**config.mk**
```make
export PLATFORM = sky130hd
export DESIGN_NAME = lsu
export DESIGN_NICKNAME = d
export VERILOG_FILES = /design/src/rtl/lsu.sv
export SDC_FILE = /design/constraint.sdc
export NUM_CORES = 1
export LEC_CHECK = 0
export ABC_AREA = 1
export BUFFER_PORTS_ARGS = -buffer_cell sky130_fd_sc_hd__buf_2
export CORE_ASPECT_RATIO = 1.2
export CORE_MARGIN = 2
export CORE_UTILIZATION = 43
export DETAILED_ROUTE_END_ITERATION = 12
export PLACE_DENSITY = 0.77
export SYNTH_ARGS = -nofsm -noshare
export SYNTH_HDL_FRONTEND = slang
export SYNTH_SLANG_ARGS = --single-unit
```
**constraint.sdc**
```tcl
create_clock -name clk -period 1.2 [get_ports clk]
set_input_delay 0.24 -clock clk [delete_from_list [all_inputs] [get_ports clk]]
set_output_delay 0.24 -clock clk [all_outputs]
set_load 0.005 [all_outputs]
```
**src/rtl/lsu.sv**
```systemverilog
// Load/store unit: turns an ALU effective address plus rs2 into a
// byte/halfword/word access on a word-addressed data bus with a
// req/gnt/rvalid handshake, and returns aligned, extended load data.
module lsu #(
  parameter int REG_WIDTH  = 32,
  parameter int ADDR_WIDTH = 32
) (
  input  logic                  clk,
  input  logic                  reset,
  input  logic                  lsu_valid,
  input  logic                  lsu_we,
  input  logic [2:0]            lsu_funct3,
  input  logic [ADDR_WIDTH-1:0] lsu_addr,
  input  logic [REG_WIDTH-1:0]  lsu_wdata,
  output logic                  lsu_busy,
  output logic                  lsu_done,
  output logic                  lsu_err,
  output logic [REG_WIDTH-1:0]  lsu_rdata,
  output logic                  dmem_req,
  output logic                  dmem_we,
  output logic [3:0]            dmem_be,
  output logic [ADDR_WIDTH-1:0] dmem_addr,
  output logic [REG_WIDTH-1:0]  dmem_wdata,
  input  logic                  dmem_gnt,
  input  logic                  dmem_rvalid,
  input  logic [REG_WIDTH-1:0]  dmem_rdata
);

  typedef enum logic [1:0] {S_IDLE, S_REQ, S_WAIT, S_RESP} state_t;

  state_t                  state_q, state_d;
  logic                    we_q;
  logic [2:0]              f3_q;
  logic [1:0]              alo_q;
  logic                    req_q, dwe_q, done_q, err_q;
  logic [3:0]              be_q;
  logic [ADDR_WIDTH-1:0]   daddr_q;
  logic [REG_WIDTH-1:0]    dwdata_q, rdata_q;
  logic                    accept, bad;

  // 011, 11x, and any store with the unsigned bit set have no meaning.
  function automatic logic illegal_f(input logic we, input logic [2:0] f3);
    return (f3 == 3'b011) || (f3[2:1] == 2'b11) || (we && f3[2]);
  endfunction

  function automatic logic misaligned_f(input logic [2:0] f3, input logic [1:0] a);
    return ((f3[1:0] == 2'b01) && a[0]) || ((f3[1:0] == 2'b10) && (a != 2'b00));
  endfunction

  function automatic logic [3:0] be_f(input logic [2:0] f3, input logic [1:0] a);
    logic [3:0] be;
    case (f3[1:0])
      2'b00:   be = 4'b0001 << a;
      2'b01:   be = 4'b0011 << {a[1], 1'b0};
      default: be = 4'b1111;
    endcase
    return be;
  endfunction

  // Replicate narrow store data across lanes so the byte enables pick it.
  function automatic logic [REG_WIDTH-1:0] wdata_f(input logic [2:0] f3,
                                                   input logic [REG_WIDTH-1:0] d);
    logic [REG_WIDTH-1:0] w;
    case (f3[1:0])
      2'b00:   w = {4{d[7:0]}};
      2'b01:   w = {2{d[15:0]}};
      default: w = d;
    endcase
    return w;
  endfunction

  function automatic logic [REG_WIDTH-1:0] load_f(input logic [2:0] f3, input logic [1:0] a,
                                                  input logic [REG_WIDTH-1:0] w);
    logic [7:0]                  b;
    logic [15:0]                 h;
    logic signed [7:0]           sb;
    logic signed [15:0]          sh;
    logic signed [REG_WIDTH-1:0] r;
    case (a)
      2'd0:    b = w[7:0];
      2'd1:    b = w[15:8];
      2'd2:    b = w[23:16];
      default: b = w[31:24];
    endcase
    h  = a[1] ? w[31:16] : w[15:0];
    sb = b;
    sh = h;
    case (f3)
      3'b000:  r = REG_WIDTH'(sb);
      3'b100:  r = REG_WIDTH'(b);
      3'b001:  r = REG_WIDTH'(sh);
      3'b101:  r = REG_WIDTH'(h);
      default: r = w;
    endcase
    return r;
  endfunction

  assign accept = (state_q == S_IDLE) && lsu_valid;
  assign bad    = illegal_f(lsu_we, lsu_funct3) || misaligned_f(lsu_funct3, lsu_addr[1:0]);

  // Next-state logic; bad requests skip the bus entirely.
  always_comb begin
    state_d = state_q;
    case (state_q)
      S_IDLE: if (lsu_valid) state_d = bad ? S_RESP : S_REQ;
      S_REQ:  if (dmem_gnt) state_d = we_q ? S_RESP : S_WAIT;
      S_WAIT: if (dmem_rvalid) state_d = S_RESP;
      default: state_d = S_IDLE;
    endcase
  end

  // State, latched request, and registered bus/response outputs.
  always_ff @(posedge clk) begin
    if (reset) begin
      state_q  <= S_IDLE;
      we_q     <= 1'b0;
      f3_q     <= 3'b000;
      alo_q    <= 2'b00;
      req_q    <= 1'b0;
      dwe_q    <= 1'b0;
      done_q   <= 1'b0;
      err_q    <= 1'b0;
      be_q     <= 4'b0000;
      daddr_q  <= '0;
      dwdata_q <= '0;
      rdata_q  <= '0;
    end else begin
      state_q <= state_d;
      req_q   <= (state_d == S_REQ);
      done_q  <= (state_d == S_RESP);
      // Only the IDLE->RESP path is an error, so err is known at accept.
      err_q   <= accept && bad;
      if (accept) begin
        we_q  <= lsu_we;
        f3_q  <= lsu_funct3;
        alo_q <= lsu_addr[1:0];
        if (!bad) begin
          dwe_q    <= lsu_we;
          be_q     <= be_f(lsu_funct3, lsu_addr[1:0]);
          daddr_q  <= {lsu_addr[ADDR_WIDTH-1:2], 2'b00};
          dwdata_q <= wdata_f(lsu_funct3, lsu_wdata);
        end
      end
      if ((state_q == S_WAIT) && dmem_rvalid)
        rdata_q <= load_f(f3_q, alo_q, dmem_rdata);
    end
  end

  assign lsu_busy   = (state_q != S_IDLE);
  assign lsu_done   = done_q;
  assign lsu_err    = err_q;
  assign lsu_rdata  = rdata_q;
  assign dmem_req   = req_q;
  assign dmem_we    = dwe_q;
  assign dmem_be    = be_q;
  assign dmem_addr  = daddr_q;
  assign dmem_wdata = dwdata_q;

endmodule
```
## Word-level counts from Yosys, hierarchy flattened

Index checks and enable logic that the tools add are counted.

| cells by class | value |
|---|---|
| equal/unequal tests | 13 |
| shift operators | 2 |
| multiplexer cells | 11 |
| bitwise logic cells | 1 |
| reduce and logical (&&, ||, !) cells | 17 |

Operators with widths:

| operator | count |
|---|---|
| $pmux 32 s4 | 1 |
| $pmux 32 s2 | 1 |
| $pmux 8 s3 | 1 |
| $mux 16 | 1 |
| $eq 2x2->1 const B | 5 |
| $eq 2x1->1 const B | 4 |
| $mux 2 | 4 |
| $pmux 4 s2 | 1 |
| $eq 3x3->1 const B | 2 |
| $logic_and 1x1->1 | 6 |
| $logic_not 2->1 | 3 |
| $pmux 2 s3 | 1 |
| $logic_or 1x1->1 | 4 |
| $reduce_bool 2->1 | 2 |
| $shl 1x2->4 const A | 1 |
| $shl 2x2->4 const A | 1 |
| $eq 3x1->1 const B | 1 |
| $eq 3x2->1 const B | 1 |
| $logic_not 3->1 | 1 |
| $reduce_and 2->1 | 1 |
| $mux 1 | 1 |
| $not 1->1 | 1 |

| word-level totals | value |
|---|---|
| register bits | 110 |
| bits of input ports | 105 |
| output and inout bits | 105 |
| word-level logic and storage cells | 56 |

## Logic depth before layout (Yosys ltp)

Gate-level depths: netlist (run 1).

| depth | value |
|---|---|
| depth in word-level cells | 8 |
| mapped depth | 10 |
| depth with buffers taken out | 9 |

## Least setup slack after synthesis (run 1)

OpenSTA, ideal clock, no wires.

| path | value |
|---|---|
| path kind | register to register |
| start point | register state_q[0] |
| end point | register daddr_q[13] (netlist: dmem_addr[13]) |
| library setup time | 0.116 ns |
| data arrival time | 1.129 ns |
| required time | 1.084 ns |
| setup slack | -0.045 ns |
| cell stages (with the launch flop) | 9 |
| path buffers | 2 |
| clock period less this slack | 1.245 ns |
| path through | dfxtp_1 inv_2 nand3_1 inv_2 nand2_2 buf_6 buf_2 o21ai_0 nor2_1 |

| on the way | value |
|---|---|
| longest elaborated chain between the ends | 3 |

RTL lines:

| element | line | RTL |
|---|---|---|
| start, declared | 31 | `state_t state_q, state_d;` |
| start signal, assigned | 128 | `state_q <= state_d;` |
| $logic_not 2->1 | 98 | `assign accept = (state_q == S_IDLE) && lsu_valid;` |
| $logic_and 1x1->1 | 98 |  |
| $reduce_and 2->1 (no line) | - |  |
| end signal, assigned | 140 | `daddr_q <= {lsu_addr[ADDR_WIDTH-1:2], 2'b00};` |
| end, declared | 37 | `logic [ADDR_WIDTH-1:0] daddr_q;` |

No other way between the ends.
A chain may end at the register's enable or synchronous reset.

## Final worst setup path (run 1)

| path | value |
|---|---|
| start point | register alo_q[1] |
| end point | register rdata_q[30] (netlist: lsu_rdata[30]) |

| on the way | value |
|---|---|
| longest elaborated chain between the ends | 3 |
| elaborated cells between the ends (all ways) | 6 |
| classes of those cells | 2 x eq/ne; 3 x mux; 1 x reduce/logical |

RTL lines:

| element | line | RTL |
|---|---|---|
| start, declared | 34 | `logic [1:0] alo_q;` |
| start signal, assigned | 136 | `alo_q <= lsu_addr[1:0];` |
| $eq 2x2->1, or another cell as far along | 79 | `case (a)` |
| $pmux 8 s3 | 79 |  |
| $pmux 32 s4 * | 88 | `case (f3)` |
| end signal, assigned | 145 | `rdata_q <= load_f(f3_q, alo_q, dmem_rdata);` |
| end, declared | 38 | `logic [REG_WIDTH-1:0] dwdata_q, rdata_q;` |

Mark *: on every way between the ends. The rest lies on a longest branch, timed or not.

==> qor.csv, run 1 <==
stage,metric,value,unit
status,failing checks,setup timing,
die,Die W,100,µm
placement,Area after DPL,6260,µm²
cells_and_area,final core utilization,67.6,%
synthesis,Ys Warns,0,
detailed_routing,DRC Markers,0,
cts,Num CTS Buffers,9,
global_route,vias in the first global route,4921,
timing,Setup TNS,-3.71,ns
critical_path,Crit path top cell by count,nand2_1,
global_route,first-pass GRT wire length,23000,µm
cts,Clock Sinks,110,
synthesis,synthesized flop and latch total,110,
placement,DP Wirelength,10500,µm
synthesis,cells after synthesis,674,
synthesis,sequential area share after synthesis,46.3,%
critical_path,Crit path largest cell delay,0.38,ns
global_route,GRT Residual Overflow,0,
worst_hold_path,path type of the worst min-delay path,primary input to register,
timing,unrepaired setup endpoints after global routing,yes,
placement,Placer Congestion,0.893,
detailed_routing,Pre-Repair DR Iteration Count,7,
critical_path,critical path type,register to register,
die,Rows,42,
synthesis,top_reg_cell synth,dfxtp_1,
critical_path,critical path peak fanout,8,
pwr,worst vdd ir,685,µV
status,outcome,"complete, but fails checks",
detailed_routing,Avg Vias per Cell,5.27,
synthesis,share of Yosys cell area claimed by the top area cell type,46.3,%
critical_path,CP startpoint kind,register,
die,core area,10900,µm²
synthesis,synthesized area,4760,µm²
timing,Tcrit/Tclk final,110,%
cts,clk_lat worst skew,0.35,ns
critical_path,Crit. End Element,register,
timing,Final Skew,0.00746,ns
critical_path,Reg2Reg Depth,8,
global_route,largest net degree at the start of global routing,51,
synthesis,cell taking the most area after synthesis,dfxtp_1,
cts,CTS tree,yes,
synthesis,synth cell count leaders,"nand2_1 (138), nor2_1 (127), dfxtp_1 (110)",
timing,Fin. Hold Viols,0,
placement,Port Buffers,207,
synthesis,Synth area leaders,"dfxtp_1 (46%), o21ai_0 (11%), nand2_1 (11%)",
worst_hold_path,hold path cells,3,
cts,CTS root buf,clkbuf_16,
timing,"Min Clock Period, post-route",1.32,ns
die,starting density of the core,43.5,%
cells_and_area,cell area after layout,7390,µm²
cells_and_area,fin nets,1032,
global_route,total global-route track usage,23.9,%
timing,Max Clock Freq,0.760,GHz
pwr,Pleak,3.62,nW
cts,H-tree levels,3,
critical_path,worst path required time,1.44,ns
pwr,Pwr Density,1360,nW/µm²
timing,setup ws final,-0.116,ns
critical_path,crit-path cells,inv_4 > nand2_1 > nand2_1 > nand2_2 > nand2_4 > a21oi_4 > clkbuf_16 > a21oi_1,
detailed_routing,Routed Antenna Nets,0,
timing,Final setup viols,82,
die,DIE AREA,11900,µm²
global_route,initial antenna violation count,0,
detailed_routing,WL per Instance,16.1,µm
die,IO Count,210,
timing,Max Slew Vio Count,0,
cells_and_area,Area Growth Syn to Fin,55.2,%
detailed_routing,DR vias,5614,
critical_path,"slowest stage cell, crit path",dfxtp_4,
detailed_routing,final wirelength,17100,µm
die,Die Ht,119,µm
detailed_routing,1st-iter DRT viols,235,
synthesis,top-count cell post-synth,nand2_1,
job,MaxCap Viol Count,0,
synthesis,Synth async-reset ratio,0,%
critical_path,crit path DAT,1.56,ns
cts,clk buf depth,2,
synthesis,Post-Syn Area per Cell,7.06,µm²
synthesis,Post-synth EDFFs,0,
synthesis,number of distinct library cells after synthesis,25,
cts,Worst-path clk slew,0.07,ns
cells_and_area,layout cells sized above 1,43.2,%
-- metrics by stage --
stage	instances	power [mW]	hold WS [ns]	worst slack, ns
2_1_floorplan	675	5.27	0.309	-0.0266
6_report	1065	10.1	0.125	-0.116
3_3_place_gp	1027	6.21	0.443	-0.133
4_1_cts	1046	9.51	0.119	-0.0641
5_1_grt	1064	10.5	0.131	-0.185
3_5_place_dp	1027	6.24	0.449	-0.151
-- state kept, by name, indices dropped and copies added (netlist names) --
name / cells
dmem_wdata: 32
lsu_rdata: 32
dmem_addr: 30
dmem_be: 4
f3_q: 3
alo_q: 2
state_q: 2
dmem_req: 1
dmem_we: 1
lsu_done: 1
lsu_err: 1
we_q: 1
-- cell type report --
cell class / instances / area (µm²)
Tap cell: 132 / 165
Fill cell: 901 / 3540
Timing Repair Buffer: 283 / 1960
Sequential cell: 110 / 2210
Clock buffer: 13 / 250
Antenna cell: 1 / 2.50
Clock inverter: 3 / 67.6
Timing Repair inverter: 1 / 8.76
Inverter: 35 / 168
Multi-Input combinational cell: 487 / 2550
-- path summary, 6_finish.rpt --
| check | end | slack [ns] | startpoint |
|---|---|---|---|
| worst max-delay path | lsu_rdata[30] | -0.12 | alo_q[1] |
| worst min-delay path | dmem_addr[10] | 0.12 | lsu_addr[10] |
| worst max register to register | lsu_rdata[30] | -0.12 | alo_q[1] |
| worst min register to register | we_q | 0.46 | we_q |
-- worst max-delay path: cells and delay by family (launching register included) --
| kind | cells | cell delay (ns) |
|---|---|---|
| AO/OA/AOI/OAI | 2 | 0.28 |
| buffers and inverters | 2 | 0.24 |
| flip-flops | 1 | 0.38 |
| AND/OR/NAND/NOR | 4 | 0.30 |
-- kinds of logic after synthesis --
group	count (synthesis)	synth area share, %
AND/OR/NAND/NOR	290	23.8
flip-flops	110	46.3
AO/OA/AOI/OAI	194	21.9
buffers and inverters	79	8.02
other	1	0.0788
-- power by group --
| group | internal, mW | switching (mW) |
|---|---|---|
| combinational | 1.26 | 1.46 |
| clock | 1.89 | 1.33 |
| sequential | 3.96 | 0.184 |
-- routing by layer --
| metal | global-route usage [%] | share of wire [%] | vias to the layer above | wire length (µm) |
|---|---|---|---|---|
| met5 | 0 | 0 | - | 0 |
| li1 | - | - | 2718 | - |
| met2 | 42.7 | 52 | 274 | 8830 |
| met4 | 10.1 | 3.6 | 0 | 613 |
| met3 | 5.22 | 7.9 | 53 | 1350 |
| met1 | 27.2 | 37 | 2569 | 6330 |
-- repair_timing --
| item | in CTS | in global routing |
|---|---|---|
| buffers inserted | 2 | 2 |
| setup endpoints to repair | 86 | 103 |
| pin swaps | 0 | 20 |
| hold buffers | 0 | 0 |
| resized for setup | 55 | 146 |
| gates cloned | 1 | 16 |
-- layout by cell type (no fill, tap or decap), drive strengths merged --
| master | synthesis | routed |
|---|---|---|
| nand4 | 2 | 2 |
| clkinvlp | 0 | 1 |
| diode | 0 | 1 |
| dfxtp | 110 | 110 |
| inv | 35 | 36 |
| a21boi | 2 | 2 |
| o21ai | 106 | 106 |
| o21a | 8 | 8 |
| o21bai | 2 | 2 |
| a21oi | 62 | 62 |
| a31oi | 4 | 4 |
| o22ai | 1 | 1 |
| buf | 22 | 274 |
| o211ai | 9 | 9 |
| nand2 | 139 | 140 |
| nor2 | 127 | 127 |
| bufinv | 0 | 2 |
| clkbuf | 22 | 22 |
| nand3 | 20 | 20 |
| or2 | 2 | 2 |
| conb | 1 | 2 |
Power figures use the tool's default switching activity.
==> inputs of run 2 (changes only) <==
--- a/config.mk
+++ b/config.mk
@@ -12,6 +12,7 @@
 export CORE_UTILIZATION = 43
 export DETAILED_ROUTE_END_ITERATION = 12
 export PLACE_DENSITY = 0.77
+export REMOVE_ABC_BUFFERS = 1
 export SYNTH_ARGS = -nofsm -noshare
 export SYNTH_HDL_FRONTEND = slang
 export SYNTH_SLANG_ARGS = --single-unit
==> run 2 against run 1 <==
  * The run still ends with setup timing left
  * Fmax down 4.4%
  * Die area stayed put
  * Sequential share of layout area decreased by 2.2 points
  * Total power up 2.0%
  * Worst setup slack got worse by 0.060 ns
  * First-iteration DRC count rose to 3.0 times the previous value
  * Largest cell class unchanged
==> qor.csv, run 2 (synthesis results as in run 1) <==
stage,metric,value,unit,change
critical_path,Crit path max-delay family,buffers and inverters,,was flip-flops
worst_hold_path,path type of the worst min-delay path,primary input to register,,unchanged
cts,CTS root buf,clkbuf_16,,unchanged
die,core area,10900,µm²,unchanged
worst_hold_path,WHS Endpoint,dmem_addr[29],,was dmem_addr[10]
cts,clk buf depth,2,,unchanged
timing,Final Skew,0.00637,ns,was 0.00746 ns
critical_path,crit path DAT,1.60,ns,was 1.56 ns
cells_and_area,fin nets,1037,,was 1032
worst_hold_path,hold path cells,3,,unchanged
global_route,initial antenna violation count,1,,was 0
detailed_routing,Pre-Repair DR Iteration Count,5,,was 7
global_route,GRT Residual Overflow,0,,unchanged
status,failing checks,setup timing,,unchanged
cts,Clock Sinks,110,,unchanged
worst_hold_path,worst hold start,lsu_addr[29],,was lsu_addr[10]
critical_path,r2r setup slk,-0.18,ns,was -0.12 ns
pwr,worst vdd ir,1070,µV,was 685 µV
cells_and_area,# fillers,809,,was 901
timing,Max Slew Vio Count,0,,unchanged
die,IO Count,210,,unchanged
cts,clk_lat worst skew,0.35,ns,about the same
detailed_routing,final wirelength,18600,µm,was 17100 µm
job,MaxCap Viol Count,0,,unchanged
critical_path,"slowest stage cell, crit path",dfxtp_2,,was dfxtp_4
placement,Port Buffers,207,,unchanged
cells_and_area,"most common cell after layout, fill and taps aside",buf_2,,unchanged
critical_path,worst path required time,1.42,ns,was 1.44 ns
die,starting density of the core,43.5,%,unchanged
die,Rows,42,,unchanged
status,outcome,"complete, but fails checks",,unchanged
timing,worst hold margin,0.130,ns,was 0.125 ns
global_route,total global-route track usage,24.5,%,was 23.9%
cells_and_area,"non-filler cells, final",1070,,was 1065
timing,Final setup viols,95,,was 82
global_route,largest net degree at the start of global routing,57,,was 51
timing,unrepaired setup endpoints after global routing,yes,,unchanged
detailed_routing,Routed Antenna Nets,0,,unchanged
detailed_routing,WL per Instance,17.4,µm,was 16.1 µm
die,Die W,100,µm,unchanged
timing,Fin. Hold Viols,0,,unchanged
cts,Worst-path clk slew,0.08,ns,was 0.07 ns
placement,# placed instances,1023,,was 1027
critical_path,crit path buf inv count,4,,was 2
detailed_routing,Avg Vias per Cell,5.48,,was 5.27
timing,Tcrit/Tclk final,115,%,was 110%
cells_and_area,Area Growth Syn to Fin,67.5,%,was 55.2%
critical_path,CP startpoint kind,register,,unchanged
cells_and_area,"commonest cells after routing, fill and taps aside","buf_2 (206), nand2_1 (105), dfxtp_1 (104)",,"was buf_2 (207), nand2_1 (117), nor2_1 (107)"
global_route,vias in the first global route,4920,,was 4921
critical_path,Crit. End Element,register,,unchanged
placement,Placer Congestion,0.947,,was 0.893
critical_path,r2r startpoint,state_q[0],,was alo_q[1]
detailed_routing,DRC Markers,0,,unchanged
cts,Post-CTS Hold Fix Bufs,0,,unchanged
pwr,Pwr Density,1290,nW/µm²,was 1360 nW/µm²
cells_and_area,layout cells sized above 1,51.3,%,was 43.2%
cts,Num CTS Buffers,9,,unchanged
critical_path,crit-path cells,inv_4 > buf_6 > nand3_4 > clkinv_8 > clkbuf_16 > o21ai_0 > a21oi_1,,was inv_4 > nand2_1 > nand2_1 > nand2_2 > nand2_4 > a21oi_4 > clkbuf_16 > a21oi_1
cts,H-tree levels,3,,unchanged
cells_and_area,Reg area,2210,µm²,unchanged
die,DIE AREA,11900,µm²,unchanged
cells_and_area,area of the multi-input gates,2950,µm²,was 2550 µm²
global_route,first-pass GRT wire length,23600,µm,was 23000 µm
placement,DP Wirelength,10100,µm,was 10500 µm
pwr,Total Power,10.3,mW,was 10.1 mW
pwr,Pleak,3.87,nW,was 3.62 nW
cts,CTS tree,yes,,unchanged
critical_path,Reg2Reg Depth,7,,was 8
critical_path,critical path peak fanout,6,,was 8
critical_path,Crit path largest cell delay,0.36,ns,was 0.38 ns
detailed_routing,DR vias,5861,,was 5614
timing,Max Clock Freq,0.727,GHz,was 0.760 GHz
timing,"Min Clock Period, post-route",1.38,ns,was 1.32 ns
detailed_routing,1st-iter DRT viols,695,,was 235
timing,setup ws final,-0.176,ns,was -0.116 ns
critical_path,critical path type,register to register,,unchanged
critical_path,RR Endpoint,lsu_rdata[18],,was lsu_rdata[30]
die,Die Ht,119,µm,unchanged
[run 2: how the worst max path moves through the flow]
stage / startpoint / end / cells after the start
final: state_q[0] / lsu_rdata[18] / 7
after global routing: state_q[0] / lsu_rdata[18] / 7
after CTS: state_q[0] / lsu_busy / 4
after detailed placement: lsu_addr[0] / dmem_wdata[27] / 9
after global placement: alo_q[1] / lsu_rdata[12] / 9
after floorplan: state_q[0] / dmem_be[0] / 7
[run 2: what timing repair did]
action,CTS,global route
pin swaps,6,51
gates resized for setup,65,261
buffers inserted,2,6
gates cloned,4,20
endpoints found under the setup margin,99,102
[run 2: metal layers]
layer  routed length, µm  vias up  track usage [%]
met3                1360       87             3.70
met2                9200      319             41.1
met4                 949        0             12.8
met5                   0        -                0
li1                    -     2732                -
met1                7140     2723             30.1
[run 2: cell type report]
| cell class | count | share of cell area, % |
|---|---|---|
| inverter | 35 | 2.20 |
| tap | 132 | 2.07 |
| clock buffer | 10 | 3.00 |
| sequential | 110 | 27.8 |
| antenna | 1 | 0.0314 |
| clock inverter | 6 | 0.738 |
| multi-input combinational | 487 | 37.0 |
| timing repair inverter | 1 | 0.204 |
| timing repair buffer | 288 | 27.0 |
[run 2: metrics by stage]
| stage | area, µm² | TNS, ns | setup slack (ns) | util [%] |
|---|---|---|---|---|
| global route | 7970 | -11.37 | -0.246 | 72.9 |
| CTS | 6700 | -0.472 | -0.0552 | 61.3 |
| detailed placement | 6210 | -8.58 | -0.139 | 56.8 |
| floorplan | 4510 | -81.23 | -0.976 | - |
| global placement | 6210 | -4.98 | -0.0863 | 56.8 |
| finish | 7970 | -6.82 | -0.176 | 72.9 |
[run 2: power by group]
part,internal (mW),switching (mW),leakage [nW]
combinational,1.47,1.65,2.83
clock,1.52,1.45,0.145
sequential,3.96,0.224,0.901
[run 2: worst reg2reg max path, delay by kind of cell, from the launching register on]
family                 cells  cell delay, ns
AO/OA/AOI/OAI              2            0.33
buffers and inverters      4            0.46
flip-flops                 1            0.36
AND/OR/NAND/NOR            1            0.10
